==> config.mk <==
export PLATFORM = sky130hd
export DESIGN_NAME = ex_stage
export DESIGN_NICKNAME = d
export VERILOG_FILES = /design/src/rtl/ex_pkg.sv /design/src/rtl/ex_stage_muldiv_unit.sv /design/src/rtl/ex_stage.sv
export SDC_FILE = /design/constraint.sdc
export NUM_CORES = 1
export LEC_CHECK = 0
export ABC_CLOCK_PERIOD_IN_PS = 7100
export CAP_MARGIN = 40
export CORE_AREA = 5 5 161 163
export DETAILED_ROUTE_END_ITERATION = 8
export DIE_AREA = 0 0 166 168
export PLACE_DENSITY = 0.83
export RECOVER_POWER = 50
export SLEW_MARGIN = 30
export SYNTH_ARGS = -nofsm -noshare
export SYNTH_HDL_FRONTEND = slang
export SYNTH_SLANG_ARGS = --single-unit
==> constraint.sdc <==
create_clock -name i_clk -period 7.1 [get_ports i_clk]
set_input_delay 1.42 -clock i_clk [delete_from_list [all_inputs] [get_ports i_clk]]
set_output_delay 1.42 -clock i_clk [all_outputs]
set_load 0.05 [all_outputs]
==> src/rtl/ex_pkg.sv <==
// Shared definitions for the MIPS execute stage: op codes, FSM encoding and default widths.
package ex_pkg;

  localparam int DEF_W    = 32;
  localparam int DEF_ITER = 32;
  localparam int OP_W     = 5;

  localparam logic [OP_W-1:0] OP_ADD   = 5'd0;
  localparam logic [OP_W-1:0] OP_SUB   = 5'd1;
  localparam logic [OP_W-1:0] OP_AND   = 5'd2;
  localparam logic [OP_W-1:0] OP_OR    = 5'd3;
  localparam logic [OP_W-1:0] OP_XOR   = 5'd4;
  localparam logic [OP_W-1:0] OP_NOR   = 5'd5;
  localparam logic [OP_W-1:0] OP_SLT   = 5'd6;
  localparam logic [OP_W-1:0] OP_SLTU  = 5'd7;
  localparam logic [OP_W-1:0] OP_SLL   = 5'd8;
  localparam logic [OP_W-1:0] OP_SRL   = 5'd9;
  localparam logic [OP_W-1:0] OP_SRA   = 5'd10;
  localparam logic [OP_W-1:0] OP_LUI   = 5'd11;
  localparam logic [OP_W-1:0] OP_MFHI  = 5'd12;
  localparam logic [OP_W-1:0] OP_MFLO  = 5'd13;
  localparam logic [OP_W-1:0] OP_MULT  = 5'd14;
  localparam logic [OP_W-1:0] OP_MULTU = 5'd15;
  localparam logic [OP_W-1:0] OP_DIV   = 5'd16;
  localparam logic [OP_W-1:0] OP_DIVU  = 5'd17;

  localparam logic [0:0] ST_IDLE = 1'b0;
  localparam logic [0:0] ST_BUSY = 1'b1;

endpackage

==> src/rtl/ex_stage_muldiv_unit.sv <==
// Iterative 32-step multiply / restoring-divide unit for ex_stage.
// Only compiled when EX_MULDIV_EN is defined.
`ifdef EX_MULDIV_EN
module ex_muldiv_unit
  import ex_pkg::*;
#(
  parameter int W    = DEF_W,
  parameter int ITER = DEF_ITER
) (
  input  logic         i_clk,
  input  logic         i_rst_n,
  input  logic         i_start,
  input  logic         i_div,
  input  logic         i_signed,
  input  logic [W-1:0] i_a,
  input  logic [W-1:0] i_b,
  output logic         o_done,
  output logic [W-1:0] o_hi,
  output logic [W-1:0] o_lo
);

  localparam int CNT_W = $clog2(ITER + 1);

  logic [CNT_W-1:0] cnt;
  logic [W-1:0]     acc_hi, acc_lo, opnd, a_raw;
  logic             is_div, neg_q, neg_r, div0, ovf;
  logic [W-1:0]     mag_a, mag_b;
  logic [W:0]       mul_sum, div_shift, div_diff;
  logic             div_ge;
  logic [W-1:0]     hi_n, lo_n;
  logic [2*W-1:0]   prod;

  assign mag_a = (i_signed && i_a[W-1]) ? -i_a : i_a;
  assign mag_b = (i_signed && i_b[W-1]) ? -i_b : i_b;

  // one iteration: {acc_hi,acc_lo} is the product for mul, {remainder,quotient} for div
  always_comb begin
    mul_sum   = {1'b0, acc_hi} + (acc_lo[0] ? {1'b0, opnd} : '0);
    div_shift = {acc_hi, acc_lo[W-1]};
    div_diff  = div_shift - {1'b0, opnd};
    div_ge    = ~div_diff[W];
    if (is_div) begin
      hi_n = div_ge ? div_diff[W-1:0] : div_shift[W-1:0];
      lo_n = {acc_lo[W-2:0], div_ge};
    end else begin
      hi_n = mul_sum[W:1];
      lo_n = {mul_sum[0], acc_lo[W-1:1]};
    end
  end

  always_ff @(posedge i_clk) begin
    if (!i_rst_n) begin
      cnt <= '0;
    end else if (i_start) begin
      cnt <= CNT_W'(ITER);
    end else if (cnt != '0) begin
      cnt <= cnt - CNT_W'(1);
    end
  end

  always_ff @(posedge i_clk) begin
    if (i_start) begin
      acc_hi <= '0;
      acc_lo <= mag_a;
      opnd   <= mag_b;
      a_raw  <= i_a;
      is_div <= i_div;
      neg_q  <= i_signed & (i_a[W-1] ^ i_b[W-1]);
      neg_r  <= i_signed & i_a[W-1];
      div0   <= i_div & (i_b == '0);
      ovf    <= i_div & i_signed & (i_a == {1'b1, {(W-1){1'b0}}}) & (i_b == '1);
    end else if (cnt != '0) begin
      acc_hi <= hi_n;
      acc_lo <= lo_n;
    end
  end

  assign o_done = (cnt == CNT_W'(1));

  // results are taken from the final step directly so HI/LO land on the same edge
  always_comb begin
    prod = {hi_n, lo_n};
    if (neg_q) prod = -prod;
    o_hi = prod[2*W-1:W];
    o_lo = prod[W-1:0];
    if (is_div) begin
      o_lo = neg_q ? -lo_n : lo_n;
      o_hi = neg_r ? -hi_n : hi_n;
      if (div0) begin
        o_lo = '1;
        o_hi = a_raw;
      end else if (ovf) begin
        o_lo = {1'b1, {(W-1){1'b0}}};
        o_hi = '0;
      end
    end
  end

endmodule
`endif

==> src/rtl/ex_stage.sv <==
// MIPS execute stage: ALU, HI/LO and registered EX/MEM result path.
// Define EX_MULDIV_EN to build the iterative MULT/MULTU/DIV/DIVU unit.
module ex_stage
  import ex_pkg::*;
#(
  parameter int W    = DEF_W,
  parameter int ITER = DEF_ITER
) (
  input  logic            i_clk,
  input  logic            i_rst_n,
  input  logic            i_valid,
  input  logic [OP_W-1:0] i_op,
  input  logic            i_use_imm,
  input  logic [W-1:0]    i_a,
  input  logic [W-1:0]    i_b,
  input  logic [25:0]     i_imm,
  input  logic [4:0]      i_rd,
  input  logic [W-1:0]    i_pc_inc,
  output logic            o_valid,
  output logic [W-1:0]    o_result,
  output logic [4:0]      o_rd,
  output logic [W-1:0]    o_pc_inc,
  output logic            o_stall
);

  logic [W-1:0]        b_eff, alu_res, hi_q, lo_q;
  logic signed [W-1:0] a_s, b_s;
  logic [4:0]          shamt;
  logic                alu_wb;
  logic                unused_bits;

  assign b_eff       = i_use_imm ? {{(W-16){i_imm[15]}}, i_imm[15:0]} : i_b;
  assign a_s         = i_a;
  assign b_s         = b_eff;
  assign shamt       = i_imm[10:6];
  assign unused_bits = ^i_imm[25:16];

  // p0: combinational ALU on the ID/EX operands
  always_comb begin
    alu_res = '0;
    alu_wb  = 1'b1;
    case (i_op)
      OP_ADD:  alu_res = i_a + b_eff;
      OP_SUB:  alu_res = i_a - b_eff;
      OP_AND:  alu_res = i_a & b_eff;
      OP_OR:   alu_res = i_a | b_eff;
      OP_XOR:  alu_res = i_a ^ b_eff;
      OP_NOR:  alu_res = ~(i_a | b_eff);
      OP_SLT:  alu_res = {{(W-1){1'b0}}, (a_s < b_s)};
      OP_SLTU: alu_res = {{(W-1){1'b0}}, (i_a < b_eff)};
      OP_SLL:  alu_res = i_a << shamt;
      OP_SRL:  alu_res = i_a >> shamt;
      OP_SRA:  alu_res = a_s >>> shamt;
      OP_LUI:  alu_res = {i_imm[15:0], {(W-16){1'b0}}};
      OP_MFHI: alu_res = hi_q;
      OP_MFLO: alu_res = lo_q;
      default: alu_wb  = 1'b0;
    endcase
  end

`ifdef EX_MULDIV_EN
  logic [0:0]   state;
  logic         is_md, md_start, md_done;
  logic [W-1:0] md_hi, md_lo;

  assign is_md    = (i_op >= OP_MULT) && (i_op <= OP_DIVU);
  assign md_start = (state == ST_IDLE) && i_valid && is_md;

  ex_muldiv_unit #(.W(W), .ITER(ITER)) u_muldiv (
    .i_clk    (i_clk),
    .i_rst_n  (i_rst_n),
    .i_start  (md_start),
    .i_div    ((i_op == OP_DIV) || (i_op == OP_DIVU)),
    .i_signed ((i_op == OP_MULT) || (i_op == OP_DIV)),
    .i_a      (i_a),
    .i_b      (b_eff),
    .o_done   (md_done),
    .o_hi     (md_hi),
    .o_lo     (md_lo)
  );
`else
  logic unused_iter;

  assign unused_iter = ITER[0];
  assign hi_q        = '0;
  assign lo_q        = '0;
  assign o_stall     = 1'b0;
`endif

  // p1: EX/MEM register, HI/LO and FSM
  always_ff @(posedge i_clk) begin
    if (!i_rst_n) begin
      o_valid  <= 1'b0;
      o_result <= '0;
      o_rd     <= '0;
      o_pc_inc <= '0;
`ifdef EX_MULDIV_EN
      state    <= ST_IDLE;
      o_stall  <= 1'b0;
      hi_q     <= '0;
      lo_q     <= '0;
`endif
    end else begin
      o_valid <= 1'b0;
`ifdef EX_MULDIV_EN
      if (state == ST_BUSY) begin
        if (md_done) begin
          hi_q     <= md_hi;
          lo_q     <= md_lo;
          state    <= ST_IDLE;
          o_stall  <= 1'b0;
          o_valid  <= 1'b1;
          o_result <= '0;
          o_rd     <= '0;
        end
      end else if (i_valid && is_md) begin
        state   <= ST_BUSY;
        o_stall <= 1'b1;
      end else
`endif
      if (i_valid) begin
        o_valid  <= 1'b1;
        o_result <= alu_res;
        o_rd     <= alu_wb ? i_rd : 5'd0;
        o_pc_inc <= i_pc_inc;
      end
    end
  end

endmodule

==> summary.txt <==
Cells and area
  • Flip-flop and latch area: 0.00140 mm^2
  • Multi-input combinational cell area: approximately 0.0096 mm^2
  • Commonest non-fill, non-tap cell in the layout: nor2_1
  • Nets@finish: 1993
  • Fin area: 0.0144 mm^2
  • Layout area overhead: 21.1%
  • Final core occ: 0.595
  • Fillcell total: about 2200
  • Most frequent cells in the layout: 174 x nor2_1, 157 x clkdlybuf4s50_1, 151 x a21oi_1
  • Share of cells above drive strength 1: 0.0854

STA
  • Hold Violations, Final: 0
  • Slew @ Worst Pin: between 2 and 2.5 ns
  • Max_slew headroom: -0.553
  • Final worst path period need: just under 6 ns
  • # setup viols final: 0
  • Hold WS: 0.444 ns
  • Setup Skew: 0 ns
  • Final period util: 0.834
  • FMAX: approximately 170 MHz
  • Final Max Slew Viols: 59
  • Setup TNS: 0 ns
  • RSZ-0062 raised after global routing: no

Power and ir drop
  • Overall power: about 0.0019 W
  • Maximum vdd drop: between 0.1 and 0.15 mV
  • Static Leak: roughly 6.0 nW
  • Power Dens Cells: 133 mW/mm^2

Routing
  • Drt via density: about 6.8
  • Detailed Routing Iterations Pass 1: 6
  • WL per Instance: 24.9 um
  • Routed Antenna Nets: 0
  • Post-route DRC: 0
  • First DRT Iteration DRCs: 1974
  • Wirelength, routed: between 50000 and 60000 um
  • Via Count: approximately 14000

Clock network
  • Clock Sink Count: 70
  • Root Driver: clkbuf_16
  • CTS tree: done
  • Cts repair resizes: 0
  • Num CTS Buffers: 9
  • Clock tree buffer depth: 2
  • Cts hold-fix bufs: 0
  • Post-CTS Setup Inserts: 0
  • Clock slew at reported path FFs: approximately 0.070 ns
  • H-tree depth: 3
  • Clk Latency, worst-skew pair: around 0.33 ns

Setup path
  • Worst Setup Start Kind: primary input
  • Critical path class: in2reg
  • Worst Path Arrival: 6.14 ns
  • Req. time, crit path: 7.32 ns
  • Setup crit end kind: flop
  • Maximum fanout along the worst path: 3

Synth
  • Yosys Warn Count: 0
  • Post-Syn Nets: between 1500 and 2000
  • Yosys reg bits: 70
  • Syn_area_per_cell: between 7 and 8 um^2
  • Mapped Cells: 1621
  • Sequential-to-total area share from yosys stat: 0.118
  • Synth async-reset ratio: 0
  • Post-synth EDFFs: 0
  • Cell variety after synth: slightly below 80
  • Main synth FF type: dfxtp_1
  • Post-Syn Area: ~0.012 mm^2

GRT
  • First-pass GRT wire length: approximately 77000 um
  • GRT Residual Overflow: 0
  • Vias in the first global route: between 10000 and 15000
  • Largest net degree at the start of global routing: approximately 70
  • Total GRT Usage: 0.349
  • Initial antenna violation count: 1

Outcome
  • Run status: complete, but fails checks
  • Failing checks: capacitance limit, slew limit

Floorplanning
  • Core Area: 0.0242 mm^2
  • Full die area: 0.0279 mm^2
  • Initial Utilization: 0.491
  • Die W: 166 um
  • Row count: 57
  • Top-level I/O count: roughly 210
  • Die Height: around 170 um

Worst hold path
  • Hold crit path type: reg2reg

Placement
  • IO Port Bufs: between 150 and 200
  • Post-DP HPWL: between 30000 and 40000 um
  • Dpl cell area: roughly 0.014 mm^2
  • RePlAce Congestion: 1.06

Job
  • Max Cap Viol: 1
[metrics by stage]
stage	instances	setup slack, ns
floorplan	1621	1.84
global placement	2059	1.06
detailed placement	2063	0.978
CTS	2079	1.34
global route	2081	1.08
finish	2082	1.18
[cell type report]
type | count | area share
clock buffers | 9 | 0.0157
clock inverters | 7 | 0.00435
multi-input cells | 1331 | 0.670
inverters | 99 | 0.0258
repair buffers | 241 | 0.158
flip-flops and latches | 70 | 0.0974
well taps | 324 | 0.0282
diodes | 1 | 0.000174
[metal layers]
metal	track usage	part of all wire	wire, um	vias to the layer above
li1	-	-	-	6229
met1	0.466	0.38	20000	6575
met2	0.539	0.42	22000	1066
met3	0.0804	0.13	6860	196
met4	0.161	0.059	3050	0
met5	0	0	0	-
[kinds of logic (layout without fill, tap and decap cells)]
family,count (synthesis),in the layout,synth area share
AO/OA/AOI/OAI,532,532,0.297
flip-flops,70,70,0.118
AND/OR/NAND/NOR,523,523,0.209
adder cells (fa/ha/maj),105,105,0.112
XOR/XNOR,21,21,0.0155
other,1,2,0.000316
buffers and inverters,220,356,0.0730
multiplexers,149,149,0.175
[worst max-delay path: stages]
cell and delay, ns:
clkdlybuf4s50_1 0.53, mux2i_1 0.41, inv_1 0.12, ha_1 0.24, fa_1 0.43, or2_2 0.32
a221oi_1 0.59, o211ai_1 0.28, a21oi_1 0.40, o21ai_0 0.33, a31o_2 0.32, xnor2_1 0.12
a2111oi_0 0.50, o2bb2ai_1 0.13
[report_power, final]
group / switching (W) / total (W) / internal, W
clock: 0.000202 / 0.000447 / 0.000245
combinational: 0.000650 / 0.00105 / 0.000402
sequential: 0.00000864 / 0.000419 / 0.000410
[flip-flops by register name, indices dropped and copies added (netlist names)]
register / flops
o_pc_inc: 32
o_rd: 5
o_result: 32
o_valid: 1
[cell usage after synthesis (all sizes together) (15+ instances only)]
library cell / n / area share
a211oi: 31 / 0.020
a21oi: 151 / 0.064
a221o: 15 / 0.013
a221oi: 23 / 0.018
a31oi: 21 / 0.011
and3: 15 / 0.0079
buf: 31 / 0.013
clkbuf: 90 / 0.028
dfxtp: 70 / 0.12
ha: 103 / 0.11
inv: 98 / 0.031
mux2i: 90 / 0.076
mux4: 46 / 0.087
nand2: 124 / 0.039
nand2b: 19 / 0.010
nand3: 15 / 0.0063
nor2: 174 / 0.055
nor2b: 74 / 0.039
nor3: 41 / 0.017
o211ai: 17 / 0.011
o21ai: 111 / 0.047
o21bai: 16 / 0.010
o31ai: 17 / 0.011
xnor2: 17 / 0.013
[final timing paths]
check / slack [ns] / startpoint / end / cells after the start
max: 1.18 / i_use_imm / o_result[30] / 14
min: 0.44 / o_result[24] / o_result[24] / 2
max reg2reg: 5.40 / o_result[10] / o_result[10] / 6
min reg2reg: 0.44 / o_result[24] / o_result[24] / 2
Power figures use the tool's default switching activity.
